## src/rtl/ps2_host_tx_param_if.sv

```systemverilog
// Command-side handshake between the mouse command logic and the PS/2 transmitter.
// master = command logic, slave = transmitter; carries request, byte, ready and result pulses.
interface ps2_host_tx_param_if;
    logic       SEND_BYTE;
    logic [7:0] BYTE_TO_SEND;
    logic       READY;
    logic       BYTE_SENT;
    logic       ERROR_NOACK;
    logic       ERROR_TIMEOUT;

    modport master (
        output SEND_BYTE, BYTE_TO_SEND,
        input  READY, BYTE_SENT, ERROR_NOACK, ERROR_TIMEOUT
    );

    modport slave (
        input  SEND_BYTE, BYTE_TO_SEND,
        output READY, BYTE_SENT, ERROR_NOACK, ERROR_TIMEOUT
    );
endinterface

```

## src/rtl/ps2_host_tx_param.sv

```systemverilog
// PS/2 host-to-device byte transmitter: inhibit, request, 11-bit frame, ack, watchdog.
// Ports: CLK/RESET_N, PS/2 clock+data pad in/enables, cmd = command handshake (slave).
module ps2_host_tx_param #(
    parameter int CLK_FREQ_HZ = 50000000,
    parameter int INHIBIT_US  = 120,
    parameter int TIMEOUT_US  = 15000,
    parameter int FILTER_LEN  = 4,
    parameter bit PARITY_ODD  = 1'b1
) (
    input  logic CLK,
    input  logic RESET_N,
    input  logic CLK_MOUSE_IN,
    output logic CLK_MOUSE_OUT_EN,
    input  logic DATA_MOUSE_IN,
    output logic DATA_MOUSE_OUT,
    output logic DATA_MOUSE_OUT_EN,
    ps2_host_tx_param_if.slave cmd
);
    localparam int CYC_US      = CLK_FREQ_HZ / 1000000;
    localparam int INHIBIT_CYC = CYC_US * INHIBIT_US;
    localparam int TIMEOUT_CYC = CYC_US * TIMEOUT_US;
    localparam int INH_W       = $clog2(INHIBIT_CYC) + 1;
    localparam int WDG_W       = $clog2(TIMEOUT_CYC) + 1;

    localparam logic [INH_W-1:0] INH_MAX  = INH_W'(INHIBIT_CYC);
    localparam logic [WDG_W-1:0] WDG_MAX  = WDG_W'(TIMEOUT_CYC);
    localparam logic [3:0]       FLT_LAST = 4'(FILTER_LEN - 1);

    typedef enum logic [3:0] {
        S_IDLE, S_INHIBIT, S_REQ, S_START, S_DATA,
        S_PARITY, S_STOP, S_RELEASE, S_ACK, S_LINE_IDLE
    } state_t;

    state_t           state_q, state_d;
    logic             clk_s1_q, clk_s1_d, clk_s2_q, clk_s2_d;
    logic             dat_s1_q, dat_s1_d, dat_s2_q, dat_s2_d;
    logic             filt_q, filt_d;
    logic [3:0]       flt_cnt_q, flt_cnt_d;
    logic [7:0]       byte_q, byte_d;
    logic [2:0]       bit_q, bit_d;
    logic [INH_W-1:0] inh_q, inh_d;
    logic [WDG_W-1:0] wdg_q, wdg_d;
    logic             nack_q, nack_d;
    logic             clk_en_q, clk_en_d;
    logic             dout_q, dout_d;
    logic             den_q, den_d;
    logic             ready_q, ready_d;
    logic             sent_q, sent_d;
    logic             noack_q, noack_d;
    logic             tmo_q, tmo_d;

    logic             fall;
    logic             par;
    logic             done;
    logic             wdg_run;
    logic [WDG_W-1:0] wdg_nxt;

    always_comb begin
        clk_s1_d = CLK_MOUSE_IN;
        clk_s2_d = clk_s1_q;
        dat_s1_d = DATA_MOUSE_IN;
        dat_s2_d = dat_s1_q;

        // Any sample equal to the filtered value restarts the run count.
        filt_d    = filt_q;
        flt_cnt_d = '0;
        if (clk_s2_q != filt_q) begin
            if (flt_cnt_q >= FLT_LAST) begin
                filt_d = clk_s2_q;
            end else begin
                flt_cnt_d = flt_cnt_q + 4'd1;
            end
        end
        fall = filt_q & ~filt_d;

        par = PARITY_ODD ? ~^byte_q : ^byte_q;

        state_d  = state_q;
        byte_d   = byte_q;
        bit_d    = bit_q;
        inh_d    = inh_q;
        wdg_d    = wdg_q;
        nack_d   = nack_q;
        clk_en_d = clk_en_q;
        dout_d   = dout_q;
        den_d    = den_q;
        ready_d  = ready_q;
        sent_d   = 1'b0;
        noack_d  = 1'b0;
        tmo_d    = 1'b0;

        done    = (state_q == S_LINE_IDLE) && dat_s2_q && filt_q;
        wdg_run = state_q inside {[S_START:S_LINE_IDLE]};
        wdg_nxt = (wdg_q >= WDG_MAX) ? WDG_MAX : wdg_q + WDG_W'(1);

        unique case (state_q)
            S_IDLE: begin
                ready_d  = 1'b1;
                clk_en_d = 1'b0;
                den_d    = 1'b0;
                dout_d   = 1'b0;
                if (ready_q && cmd.SEND_BYTE) begin
                    byte_d   = cmd.BYTE_TO_SEND;
                    ready_d  = 1'b0;
                    clk_en_d = 1'b1;
                    inh_d    = INH_W'(1);
                    state_d  = S_INHIBIT;
                end
            end
            S_INHIBIT: begin
                if (inh_q >= INH_MAX) begin
                    clk_en_d = 1'b0;
                    den_d    = 1'b1;
                    dout_d   = 1'b0;
                    // The REQ cycle itself is the first watchdog count.
                    wdg_d    = WDG_W'(1);
                    state_d  = S_REQ;
                end else begin
                    inh_d = inh_q + INH_W'(1);
                end
            end
            S_REQ: begin
                state_d = S_START;
            end
            S_START: begin
                if (fall) begin
                    dout_d  = byte_q[0];
                    bit_d   = 3'd0;
                    state_d = S_DATA;
                end
            end
            S_DATA: begin
                if (fall) begin
                    if (bit_q == 3'd7) begin
                        dout_d  = par;
                        state_d = S_PARITY;
                    end else begin
                        bit_d  = bit_q + 3'd1;
                        dout_d = byte_q[bit_q + 3'd1];
                    end
                end
            end
            S_PARITY: begin
                if (fall) begin
                    dout_d  = 1'b1;
                    state_d = S_STOP;
                end
            end
            S_STOP: begin
                if (fall) begin
                    den_d   = 1'b0;
                    dout_d  = 1'b0;
                    state_d = S_RELEASE;
                end
            end
            S_RELEASE: begin
                state_d = S_ACK;
            end
            S_ACK: begin
                if (fall) begin
                    nack_d  = dat_s2_q;
                    state_d = S_LINE_IDLE;
                end
            end
            S_LINE_IDLE: begin
                if (done) begin
                    sent_d  = ~nack_q;
                    noack_d = nack_q;
                    state_d = S_IDLE;
                end
            end
            default: begin
                state_d = S_IDLE;
            end
        endcase

        if (wdg_run) begin
            wdg_d = wdg_nxt;
            // Completion on the expiry cycle takes priority.
            if (wdg_nxt >= WDG_MAX && !done) begin
                tmo_d    = 1'b1;
                clk_en_d = 1'b0;
                den_d    = 1'b0;
                dout_d   = 1'b0;
                state_d  = S_IDLE;
            end
        end
    end

    always_ff @(posedge CLK) begin
        if (!RESET_N) begin
            state_q   <= S_IDLE;
            clk_s1_q  <= 1'b1;
            clk_s2_q  <= 1'b1;
            dat_s1_q  <= 1'b1;
            dat_s2_q  <= 1'b1;
            filt_q    <= 1'b1;
            flt_cnt_q <= '0;
            byte_q    <= '0;
            bit_q     <= '0;
            inh_q     <= '0;
            wdg_q     <= '0;
            nack_q    <= 1'b0;
            clk_en_q  <= 1'b0;
            dout_q    <= 1'b0;
            den_q     <= 1'b0;
            ready_q   <= 1'b1;
            sent_q    <= 1'b0;
            noack_q   <= 1'b0;
            tmo_q     <= 1'b0;
        end else begin
            state_q   <= state_d;
            clk_s1_q  <= clk_s1_d;
            clk_s2_q  <= clk_s2_d;
            dat_s1_q  <= dat_s1_d;
            dat_s2_q  <= dat_s2_d;
            filt_q    <= filt_d;
            flt_cnt_q <= flt_cnt_d;
            byte_q    <= byte_d;
            bit_q     <= bit_d;
            inh_q     <= inh_d;
            wdg_q     <= wdg_d;
            nack_q    <= nack_d;
            clk_en_q  <= clk_en_d;
            dout_q    <= dout_d;
            den_q     <= den_d;
            ready_q   <= ready_d;
            sent_q    <= sent_d;
            noack_q   <= noack_d;
            tmo_q     <= tmo_d;
        end
    end

    assign CLK_MOUSE_OUT_EN  = clk_en_q;
    assign DATA_MOUSE_OUT    = dout_q;
    assign DATA_MOUSE_OUT_EN = den_q;
    assign cmd.READY         = ready_q;
    assign cmd.BYTE_SENT     = sent_q;
    assign cmd.ERROR_NOACK   = noack_q;
    assign cmd.ERROR_TIMEOUT = tmo_q;
endmodule

```

## src/flat_wrapper.sv

```systemverilog
// flat-port wrapper written by rule: the top's interface ports become plain ports
module ps2_host_tx_param_flat 
#(
    parameter int CLK_FREQ_HZ = 50000000,
    parameter int INHIBIT_US  = 120,
    parameter int TIMEOUT_US  = 15000,
    parameter int FILTER_LEN  = 4,
    parameter bit PARITY_ODD  = 1'b1
)
  (CLK, RESET_N, CLK_MOUSE_IN, CLK_MOUSE_OUT_EN, DATA_MOUSE_IN, DATA_MOUSE_OUT, DATA_MOUSE_OUT_EN, cmd_SEND_BYTE, cmd_BYTE_TO_SEND, cmd_READY, cmd_BYTE_SENT, cmd_ERROR_NOACK, cmd_ERROR_TIMEOUT);
  ps2_host_tx_param_if cmd_i ();
  input  logic CLK;
  input  logic RESET_N;
  input  logic CLK_MOUSE_IN;
  output logic CLK_MOUSE_OUT_EN;
  input  logic DATA_MOUSE_IN;
  output logic DATA_MOUSE_OUT;
  output logic DATA_MOUSE_OUT_EN;
  input wire logic [$bits(cmd_i.SEND_BYTE)-1:0] cmd_SEND_BYTE;
  input wire logic [$bits(cmd_i.BYTE_TO_SEND)-1:0] cmd_BYTE_TO_SEND;
  output wire logic [$bits(cmd_i.READY)-1:0] cmd_READY;
  output wire logic [$bits(cmd_i.BYTE_SENT)-1:0] cmd_BYTE_SENT;
  output wire logic [$bits(cmd_i.ERROR_NOACK)-1:0] cmd_ERROR_NOACK;
  output wire logic [$bits(cmd_i.ERROR_TIMEOUT)-1:0] cmd_ERROR_TIMEOUT;
  assign cmd_i.SEND_BYTE = cmd_SEND_BYTE;
  assign cmd_i.BYTE_TO_SEND = cmd_BYTE_TO_SEND;
  assign cmd_READY = cmd_i.READY;
  assign cmd_BYTE_SENT = cmd_i.BYTE_SENT;
  assign cmd_ERROR_NOACK = cmd_i.ERROR_NOACK;
  assign cmd_ERROR_TIMEOUT = cmd_i.ERROR_TIMEOUT;
  ps2_host_tx_param #(.CLK_FREQ_HZ(CLK_FREQ_HZ), .INHIBIT_US(INHIBIT_US), .TIMEOUT_US(TIMEOUT_US), .FILTER_LEN(FILTER_LEN), .PARITY_ODD(PARITY_ODD)) u_core (.CLK(CLK), .RESET_N(RESET_N), .CLK_MOUSE_IN(CLK_MOUSE_IN), .CLK_MOUSE_OUT_EN(CLK_MOUSE_OUT_EN), .DATA_MOUSE_IN(DATA_MOUSE_IN), .DATA_MOUSE_OUT(DATA_MOUSE_OUT), .DATA_MOUSE_OUT_EN(DATA_MOUSE_OUT_EN), .cmd(cmd_i));
endmodule
```

## config.mk

```make
export PLATFORM = sky130hd
export DESIGN_NAME = ps2_host_tx_param_flat
export DESIGN_NICKNAME = d
export VERILOG_FILES = /design/src/rtl/ps2_host_tx_param_if.sv /design/src/rtl/ps2_host_tx_param.sv /design/src/flat_wrapper.sv
export SDC_FILE = /design/constraint.sdc
export NUM_CORES = 1
export LEC_CHECK = 0
export CORE_ASPECT_RATIO = 0.6
export CORE_MARGIN = 5
export CORE_UTILIZATION = 64
export CTS_CLUSTER_DIAMETER = 80
export DETAILED_ROUTE_END_ITERATION = 16
export HOLD_SLACK_MARGIN = 0.06
export PLACE_DENSITY_LB_ADDON = 0.1
export SYNTH_ARGS = -nofsm -noshare
export SYNTH_HDL_FRONTEND = slang
export SYNTH_SLANG_ARGS = --single-unit
```

## constraint.sdc

```tcl
create_clock -name CLK -period 3.6 [get_ports CLK]
set_input_delay 1.08 -clock CLK [delete_from_list [all_inputs] [get_ports CLK]]
set_output_delay 1.08 -clock CLK [all_outputs]
set_load 0.01 [all_outputs]
```

==> run summary <==
CP Class: reg2reg
# DRC: 0
Synthesized flop and latch total: 67
Setup repair after global routing missed its margin: no
Initial DRC count: 384
Sw Ratio: 0.235
Global-route wire length before repair: 14300 µm
Largest net degree at the start of global routing: 22
Min-delay worst type: reg2reg
Combinational share of power: 0.076
Setup slack after placement: 0.833 ns
Top cells by count, synth: 67 x dfxtp_1, 49 x nand2_1, 49 x nor2_1
CTS tree: built
Post-Syn Area: 3620 µm²
Share of post-route cells with drive strength above 1: 0.0743
Initial antenna violation count: 0
Worst setup EP type: flip-flop
Clk sinks: 67
Fin. max-slew vios: 0
Num rows: 21
Die area: 7300 µm²
FF-to-FF setup slack: 0.90 ns
Internal power: 1.16 mW
Cell taking the most area after synthesis: dfxtp_1
Yosys warns: 0
Placed wire-length estimate: 6090 µm
Worst Path Required: 3.85 ns
Sequential share of the synthesized area: 0.371
Post-CTS Setup Bufs: 0
Vias/cell: 6.23
Synthesized area per cell: 7.96 µm²
GRT Total Usage: 0.249
Leakage: 1.51 nW
Seq. cell area: 1340 µm²
Syn-to-layout area delta: 11.6%
Hold Vio Cnt, Final: 0
Fin util: 0.731
Post-CTS Resized: 0
Max IR drop VDD: 0.257 mV
Chip width: 107 µm
DR WL met3: 862 µm
Reg2reg start: u_core.wdg_q[1]$_SDFFE_PN0P_
Vias in the first global route: 2895
Max-Cap Viols: 0
Fin worst setup slack: 0.900 ns
Worst slew pin tran: 0.814 ns
Router iterations before antenna repair: 5
Cell depth of the worst flop-to-flop path: 8
Placed cell area: 3840 µm²
Wire length per cell: 15.9 µm
Cell variety after synth: 63
Hold Path Cell Cnt: 1
Fill cells: 426
DR WL met2: 3450 µm
CTS H-tree depth: 3
TNS Setup: 0 ns
Hold buffers post-CTS: 0
Worst r2r dst: u_core.state_q[1]$_SDFF_PN0_
Final net count: 487
Post-Synthesis Cells: 454
Critical Path Fanout Max: 8
Post-Route WL: 8570 µm
Reg power frac: 0.510
Highest metal used: met4
Post-synth ARST share: 0
Hold path start: u_core.clk_s1_q$_SDFF_PN1_
Setup Skew: 0.0107 ns
Post-synth EDFFs: 0
Rel. slew slack: 0.455
Synth top area share: 0.371
Clock latency on the worst-skew pair: 0.35 ns
Tmin final: 2.70 ns
Core area: 5520 µm²
Count leader, synth: dfxtp_1
Power share of the clock group: 0.414
P_sw: 358 µW
N_diodes: 0
Total grt overflow: 0
Vias: 3364
Power per cell area: 377 nW/µm²
Status: finished, final reports clean
Hold EP: u_core.clk_s2_q$_SDFF_PN1_
Num CTS Buffers: 9
Clock-pin slew on the worst setup and hold paths: 0.07 ns
Routed Antenna Nets: 0
Footprint of the multi-input gates: 2110 µm²
Final period util: 0.750
Die height: 68.2 µm
Arrival time at the worst endpoint: 2.95 ns
Clk Tree Root Cell: clkbuf_8
IO Pins: 20
Top post-synthesis cells by area: dfxtp_1 37%, a21oi_1 6.2%, nand2_1 5.1%
Clk buf depth: 2
CP Launch Type: flip-flop
Wl on met1: 4110 µm
Gpl congestion: 0.992
Design Area, Final: 4030 µm²
Dominant register cell in the synthesized netlist: dfxtp_1
Fmax: 370 MHz
Initial Utilization: 0.655
Port bufs: 19
Final Setup Violations: 0
==> routing by layer <==
layer  vias up  global-route usage
met1      1545               0.351
met4         0              0.0766
met2       151               0.357
li1       1648                   -
met5         -                   0
met3        20              0.0858
==> registers in the layout (all words and copies together), names as in the netlist, 3 cells and up <==
signal,count
u_core.byte_q,8
u_core.state_q,4
u_core.wdg_q,21
u_core.bit_q,3
u_core.flt_cnt_q,4
u_core.inh_q,14
==> stage by stage <==
step / power, mW / hold slack [ns] / std cells
after detailed placement: 0.905 / 0.400 / 525
after global routing: 1.58 / 0.436 / 540
after floorplan: 0.863 / 0.386 / 455
after CTS: 1.53 / 0.415 / 540
after global placement: 0.901 / 0.391 / 525
final: 1.52 / 0.407 / 540
==> cell families (layout without fill, tap and decap cells) <==
kind of cell	after synthesis	in the layout	share of synthesized area
adder cells (fa/ha/maj)	7	7	0.0242
other	1	2	0.00104
XOR/XNOR	23	23	0.0557
AO/OA/AOI/OAI	121	121	0.213
AND/OR/NAND/NOR	189	189	0.267
buffers and inverters	41	57	0.0467
flip-flops	67	67	0.371
multiplexers	5	5	0.0211
==> critical path, cell delays in order, from the launching register on <==
cell	delay, ns
dfxtp_1	0.46
ha_1	0.38
nand3_1	0.25
nor4_2	0.53
xnor2_1	0.20
nor4_2	0.06
a31oi_1	0.24
o221ai_2	0.24
a2111oi_2	0.25
==> power groups by stage <==
stage | clock network [mW] | registers [mW] | logic (mW)
after floorplan | 0 | 0.785 | 0.0781
after global placement | 0 | 0.790 | 0.111
after detailed placement | 0 | 0.791 | 0.113
after CTS | 0.638 | 0.775 | 0.114
after global routing | 0.680 | 0.776 | 0.125
final | 0.629 | 0.775 | 0.116
==> how the worst max path moves through the flow <==
| stage | endpoint | cells past startpoint | slack [ns] | from |
|---|---|---|---|---|
| 2_1_floorplan | u_core.state_q[1]$_SDFF_PN0_ | 8 | 1.43 | u_core.wdg_q[1]$_SDFFE_PN0P_ |
| 3_3_place_gp | u_core.inh_q[10]$_SDFFE_PN0P_ | 7 | 0.92 | cmd_SEND_BYTE |
| 3_5_place_dp | u_core.inh_q[5]$_SDFFE_PN0P_ | 6 | 0.83 | cmd_SEND_BYTE |
| 4_1_cts | u_core.state_q[1]$_SDFF_PN0_ | 8 | 0.95 | u_core.wdg_q[1]$_SDFFE_PN0P_ |
| 5_1_grt | u_core.CLK_MOUSE_OUT_EN$_SDFF_PN0_ | 8 | 0.65 | u_core.wdg_q[1]$_SDFFE_PN0P_ |
| 6_report | u_core.state_q[1]$_SDFF_PN0_ | 8 | 0.90 | u_core.wdg_q[1]$_SDFFE_PN0P_ |
==> layout make-up <==
class	count	share of cell area
Timing Repair Buffer	26	0.0602
Clock inverter	2	0.00868
Clock buffer	13	0.0394
Multi-Input combinational cell	347	0.523
Inverter	16	0.0149
Tap cell	69	0.0214
Sequential cell	67	0.333
==> cells in the final DEF (no fill, tap or decap), types with 3 or more instances in the layout <==
master / n
clkbuf_8: 11
nand4_1: 5
and3_1: 12
o211a_1: 4
nor4_1: 6
o21ai_0: 27
and2_1: 3
nor3b_1: 3
nand2b_1: 7
nor2_1: 49
a31oi_1: 6
nor3_1: 15
o31ai_1: 3
nand2_1: 49
a211oi_1: 5
clkdlybuf4s50_1: 19
xnor2_1: 14
ha_1: 7
nand3_1: 16
inv_1: 15
a22oi_1: 4
xor2_1: 9
a21oi_1: 45
buf_4: 7
dfxtp_1: 67
a21o_1: 4
nor2b_1: 8
(Power assumes the default switching activity.)
